===== src/rtl/minibyte_pkg.sv =====
// Shared types and defaults for the minibyte memory arbiter.
// Grant ids, FSM states and the captured-access bundle live here.
package minibyte_pkg;

  localparam logic [7:0] ROM_TOP_DEF  = 8'h3F;
  localparam logic [7:0] OUT_ADDR_DEF = 8'h40;

  typedef enum logic [1:0] {
    IDLE  = 2'd0,
    ISSUE = 2'd1,
    RESP  = 2'd2
  } state_t;

  typedef enum logic {
    GNT_CPU = 1'b0,
    GNT_DBG = 1'b1
  } gnt_t;

  typedef struct packed {
    gnt_t       who;
    logic       we;
    logic [7:0] addr;
    logic [7:0] wdata;
  } acc_t;

  function automatic logic is_prot(
    input logic       we,
    input logic [7:0] addr,
    input logic [7:0] top
  );
    return we && (addr <= top);
  endfunction

endpackage


===== src/rtl/minibyte_rr_arb.sv =====
// Two-way round-robin picker between CPU and debug host.
// A locked debug owner keeps the grant until dbg_lock drops.
module minibyte_rr_arb
  import minibyte_pkg::*;
(
  input  logic clk,
  input  logic rst,
  input  logic cpu_req,
  input  logic dbg_req,
  input  logic dbg_lock,
  input  logic grant_en,
  input  logic resp_dbg,
  output logic any,
  output gnt_t winner
);

  gnt_t last_q;
  logic lock_q;
  logic hold;
  logic cpu_ok;

  // Lock is armed by a dbg ack cycle and lives while dbg_lock stays high.
  always_comb begin
    hold   = dbg_lock & (lock_q | resp_dbg);
    cpu_ok = cpu_req & ~hold;
    any    = cpu_ok | dbg_req;
  end

  // Tie goes to whoever was not granted last.
  always_comb begin
    winner = GNT_DBG;
    unique case (1'b1)
      cpu_ok & dbg_req:
        winner = (last_q == GNT_CPU) ? GNT_DBG : GNT_CPU;
      cpu_ok & ~dbg_req:
        winner = GNT_CPU;
      default:
        winner = GNT_DBG;
    endcase
  end

  // Remember the last grant and the lock state.
  always_ff @(posedge clk) begin
    if (rst) begin
      last_q <= GNT_DBG;
      lock_q <= 1'b0;
    end else begin
      lock_q <= hold;
      if (grant_en) last_q <= winner;
    end
  end

endmodule


===== src/rtl/minibyte_mem_arbiter.sv =====
// Shares one memory port between CPU and debug host.
// Each access takes ISSUE then RESP; ROM writes are blocked.
module minibyte_mem_arbiter
  import minibyte_pkg::*;
#(
  parameter logic [7:0] ROM_TOP  = ROM_TOP_DEF,
  parameter logic [7:0] OUT_ADDR = OUT_ADDR_DEF
) (
  input  logic       clk,
  input  logic       rst,
  input  logic       cpu_req,
  input  logic       cpu_we,
  input  logic [7:0] cpu_addr,
  input  logic [7:0] cpu_wdata,
  output logic       cpu_ack,
  output logic [7:0] cpu_rdata,
  input  logic       dbg_req,
  input  logic       dbg_we,
  input  logic       dbg_lock,
  input  logic [7:0] dbg_addr,
  input  logic [7:0] dbg_wdata,
  output logic       dbg_ack,
  output logic [7:0] dbg_rdata,
  output logic       mem_en,
  output logic       mem_we,
  output logic [7:0] mem_addr,
  output logic [7:0] mem_wdata,
  input  logic [7:0] mem_rdata,
  output logic [7:0] out_port,
  output logic       wp_err
);

  state_t     state_q;
  state_t     state_d;
  acc_t       acc_q;
  acc_t       pick;
  gnt_t       winner;
  logic       any;
  logic       grant;
  logic       resp_dbg;
  logic       prot;
  logic [7:0] resp_data;
  logic [7:0] out_q;
  logic       wp_q;
  logic [7:0] cpu_rd_q;
  logic [7:0] dbg_rd_q;

  assign grant    = any & (state_q != ISSUE);
  assign resp_dbg = (state_q == RESP) & (acc_q.who == GNT_DBG);
  assign prot     = is_prot(acc_q.we, acc_q.addr, ROM_TOP);

  minibyte_rr_arb u_arb (
    .clk      (clk),
    .rst      (rst),
    .cpu_req  (cpu_req),
    .dbg_req  (dbg_req),
    .dbg_lock (dbg_lock),
    .grant_en (grant),
    .resp_dbg (resp_dbg),
    .any      (any),
    .winner   (winner)
  );

  // FSM state register.
  always_ff @(posedge clk) begin
    if (rst) state_q <= IDLE;
    else     state_q <= state_d;
  end

  // Next state: an access is always ISSUE then RESP.
  always_comb begin
    state_d = state_q;
    unique case (state_q)
      IDLE:    if (any) state_d = ISSUE;
      ISSUE:   state_d = RESP;
      RESP:    state_d = any ? ISSUE : IDLE;
      default: state_d = IDLE;
    endcase
  end

  // Select the winning requester's fields.
  always_comb begin
    pick = '0;
    pick.who = winner;
    if (winner == GNT_CPU) begin
      pick.we    = cpu_we;
      pick.addr  = cpu_addr;
      pick.wdata = cpu_wdata;
    end else begin
      pick.we    = dbg_we;
      pick.addr  = dbg_addr;
      pick.wdata = dbg_wdata;
    end
  end

  // Capture the granted access; held through RESP.
  always_ff @(posedge clk) begin
    if (rst)        acc_q <= '0;
    else if (grant) acc_q <= pick;
  end

  // Output port load and sticky protect flag, both at end of ISSUE.
  always_ff @(posedge clk) begin
    if (rst) begin
      out_q <= 8'h00;
      wp_q  <= 1'b0;
    end else if (state_q == ISSUE) begin
      if (prot) wp_q <= 1'b1;
      if (acc_q.we && !prot && acc_q.addr == OUT_ADDR)
        out_q <= acc_q.wdata;
    end
  end

  // Data returned in RESP for the captured access.
  always_comb begin
    resp_data = 8'h00;
    if (!acc_q.we)
      resp_data = (acc_q.addr == OUT_ADDR) ? out_q : mem_rdata;
  end

  // Hold each requester's last read data between acks.
  always_ff @(posedge clk) begin
    if (rst) begin
      cpu_rd_q <= 8'h00;
      dbg_rd_q <= 8'h00;
    end else if (state_q == RESP) begin
      if (acc_q.who == GNT_CPU) cpu_rd_q <= resp_data;
      else                      dbg_rd_q <= resp_data;
    end
  end

  // Outputs decoded from state; everything forced low under reset.
  always_comb begin
    cpu_ack   = 1'b0;
    dbg_ack   = 1'b0;
    mem_en    = 1'b0;
    mem_we    = 1'b0;
    mem_addr  = 8'h00;
    mem_wdata = 8'h00;
    cpu_rdata = 8'h00;
    dbg_rdata = 8'h00;
    out_port  = 8'h00;
    wp_err    = 1'b0;
    if (!rst) begin
      mem_addr  = acc_q.addr;
      mem_wdata = acc_q.wdata;
      cpu_rdata = cpu_rd_q;
      dbg_rdata = dbg_rd_q;
      out_port  = out_q;
      wp_err    = wp_q;
      unique case (state_q)
        ISSUE: begin
          mem_en = ~prot;
          mem_we = acc_q.we & ~prot;
        end
        RESP: begin
          if (acc_q.who == GNT_CPU) begin
            cpu_ack   = 1'b1;
            cpu_rdata = resp_data;
          end else begin
            dbg_ack   = 1'b1;
            dbg_rdata = resp_data;
          end
        end
        default: ;
      endcase
    end
  end

endmodule


===== config.mk =====
export PLATFORM = sky130hd
export DESIGN_NAME = minibyte_mem_arbiter
export DESIGN_NICKNAME = d
export VERILOG_FILES = /design/src/rtl/minibyte_pkg.sv /design/src/rtl/minibyte_rr_arb.sv /design/src/rtl/minibyte_mem_arbiter.sv
export SDC_FILE = /design/constraint.sdc
export NUM_CORES = 1
export LEC_CHECK = 0
export CAP_MARGIN = 20
export CORE_MARGIN = 2
export CORE_UTILIZATION = 42
export CTS_CLUSTER_DIAMETER = 80
export CTS_CLUSTER_SIZE = 16
export DETAILED_ROUTE_END_ITERATION = 8
export PLACE_DENSITY = 0.8
export SYNTH_ARGS = -nofsm -noshare
export SYNTH_HDL_FRONTEND = slang
export SYNTH_SLANG_ARGS = --single-unit
export TNS_END_PERCENT = 20

===== constraint.sdc =====
create_clock -name clk -period 2.1 [get_ports clk]
set_input_delay 0.42 -clock clk [delete_from_list [all_inputs] [get_ports clk]]
set_output_delay 0.42 -clock clk [all_outputs]
set_load 0.02 [all_outputs]

==> metrics.txt <==
clock skew=0.00396 ns; RSZ-0062 raised after global routing=true; minimum hold slack=0.460 ns; f_max=470 MHz; Total GRT Usage=0.208; area occupied by multi-input gates=1130 um^2; cell with the most instances after synthesis=dfxtp_1; Layout area overhead=65.1%; CTS buffer count=5; H-tree depth=2; Final Cycle Share=1.01; Synth cell types=34; Core ar.=4750 um^2; Iteration-0 DRC Markers=74; number of synthesized flops with an enable pin=0; final WL=5740 um; CP max FO=5; count of input and output buffers=91; antenna-violating nets left=0; largest net degree at the start of global routing=34; die area=between 5000 and 6000 um^2; WP data arrival=1.71 ns; CTS Sinks=47; Post-synth ARST share=0; Avg WL per Cell=around 14 um; Place WS=-0.755 ns; Hold Path Sink=dbg_rd_q[3]$_DFF_P_; peak supply drop=~0.35 mV; # IOs=92; violated checks=setup timing; Overflow after GRT=0; R2R cell count=5; Worst Hold Depth=2; FF+latch area=943 um^2; Post-DP Area=around 3300 um^2; ratio of cells with drive above 1 in the final layout=0.246; DR vias/cell=just under 5; power density cells=588 nW/um^2; Data required, critical path=1.68 ns; Clock transition at path regs=0.08 ns; synth top area cells=dfxtp_1 (45%), mux2i_1 (12%), o2bb2ai_1 (6.7%); ant diodes=0; die width=74.3 um; synth cell count leaders=dfxtp_1 (47), mux2i_1 (25), o21ai_0 (18), nand2_1 (17), nor2b_1 (17); synthesized area=a little over 2000 um^2; Yosys top cell area share=0.453; Seq/Total Area, Yosys=0.453; Max Slew Vio Count=0; Hold Startpoint=dbg_rd_q[3]$_DFF_P_; Mapped Avg Cell Area=9.71 um^2; R2R Path End=out_q[5]$_SDFFE_PP0P_; Max Cap Viol=0; fin crit period=2.13 ns; slew of the pin with the lowest slew margin=0.364 ns; root buf cell=clkbuf_8; Vias=1969; clock latency at the later pin of the worst-skew pair=0.29 ns; FP Rows=25; Critical Path Sink Type=primary output; Mapped Nets=261; CTS tree=yes; Final setup viols=11; first-pass GRT wire length=8850 um; final hold viol count=0; setup tns final=-0.148 ns; relative slew slack=0.757; Top FF cell, synth=dfxtp_1; reg2reg start=acc_q[10]$_SDFFE_PP0P_; HP Class=flop to flop; Clock Path Buffers=2; initial antenna violation count=0; P_leak=1.61 nW; fin nets=383; Routability Congestion=0.814; Starting Density=0.437; status=finished, violations left; Post-Synthesis Cells=~210; Die H=approximately 74 um; 1st-pass router iterations=4; dpl hpwl=4090 um; Worst R2R Setup Slack=0.40 ns; Remaining DRCs=0; Filler Cells Inserted=between 300 and 400; CTS Hold Bufs=0; Final Instance Area=between 3000 and 4000 um^2; Post-Route Utilization=0.721; vias in the first global route=around 1.9k; leading area contributor after synthesis=dfxtp_1; worst setup margin=-0.0288 ns; CP startpoint kind=flop; Setup Crit Path Kind=flop to primary output; number of synthesized register bits=47; Syn. warnings=0
## through the flow
| step | power [W] | cells |
|---|---|---|
| floorplan | 0.00120 | 214 |
| global placement | 0.00141 | 391 |
| detailed placement | 0.00142 | 391 |
| CTS | 0.00202 | 403 |
| global route | 0.00210 | 404 |
| finish | 0.00202 | 404 |
## worst max-delay path by stage
stage,startpoint,end,slack [ns]
after floorplan,rst,cpu_rdata[0],0.1
after global placement,rst,cpu_rdata[3],-0.66
after detailed placement,rst,dbg_rdata[1],-0.75
after CTS,rst,cpu_rdata[3],-0.04
after global routing,acc_q[10]$_SDFFE_PP0P_,dbg_rdata[7],-0.11
final,acc_q[10]$_SDFFE_PP0P_,dbg_rdata[2],-0.03
## cell usage in the layout (no fill, tap or decap), types with 2 or more instances in the layout
cell type	Yosys	layout
mux2i_1	25	19
a311oi_1	2	2
nor2_2	0	3
dlygate4sd2_1	0	28
a21boi_0	2	2
o21ai_1	0	10
nand2_1	17	17
dfxtp_2	0	2
a21oi_1	2	2
nor2b_1	17	17
nor2_1	8	5
clkdlybuf4s50_1	0	46
clkbuf_8	0	7
inv_1	10	10
o2bb2ai_1	16	16
nand2b_1	11	10
nand3_1	2	2
dfxtp_1	47	45
buf_4	2	43
o21ai_0	18	2
mux2i_2	0	5
o21ai_2	0	5
a2bb2oi_1	8	8
buf_6	1	5
## critical path, stage by stage (launching register included)
cell and delay, ns:
dfxtp_2 0.34, nor4_4 0.29, buf_6 0.18, nand2_8 0.08, mux2i_4 0.21, o21ai_2 0.17
buf_6 0.14
## layer usage
layer / GRT usage / up-vias / routed length [um] / part of all wire
met5: 0 / - / 0 / 0
met3: 0.0420 / 6 / 274 / 0.048
met4: 0.0635 / 0 / 47 / 0.0082
li1: - / 1005 / - / -
met1: 0.267 / 894 / 2580 / 0.45
met2: 0.353 / 64 / 2830 / 0.49
## where the power goes
| group | leakage [nW] | total [W] | switching, W | internal (W) |
|---|---|---|---|---|
| clock | 0.0515 | 0.000584 | 0.000283 | 0.000301 |
| combinational | 1.18 | 0.000458 | 0.000202 | 0.000256 |
| sequential | 0.384 | 0.000974 | 0.0000366 | 0.000937 |
| total | 1.61 | 0.00202 | 0.000522 | 0.00149 |
## sequential cells by signal, indices dropped and copies added, names as in the netlist
| signal | count |
|---|---|
| dbg_rd_q | 8 |
| acc_q | 18 |
| wp_q | 1 |
| u_arb.last_q | 1 |
| state_q | 2 |
| u_arb.lock_q | 1 |
| cpu_rd_q | 8 |
| out_q | 8 |
## cell families (layout without fill, tap and decap cells)
| kind of cell | after synthesis | count (layout) | synth area share |
|---|---|---|---|
| mux | 25 | 25 | 0.120 |
| simple gates | 67 | 68 | 0.192 |
| flops | 47 | 47 | 0.453 |
| buf+inv | 22 | 144 | 0.0494 |
| compound gates | 53 | 53 | 0.186 |
## area by class of cell
class / count / area share
Inverter: 10 / 0.0109
Multi-Input combinational cell: 146 / 0.331
Sequential cell: 47 / 0.275
Tap cell: 67 / 0.0244
Clock buffer: 8 / 0.0292
Timing Repair Buffer: 126 / 0.329
## timing repair
item / 4_1_cts / 5_1_grt
gates resized for setup: 161 / 12
gates cloned: 1 / 0
endpoints found under the setup margin: 45 / 17
setup buffers: 3 / 1
pin swaps: 10 / 4
No activity file was read; power rests on OpenSTA's default activity.
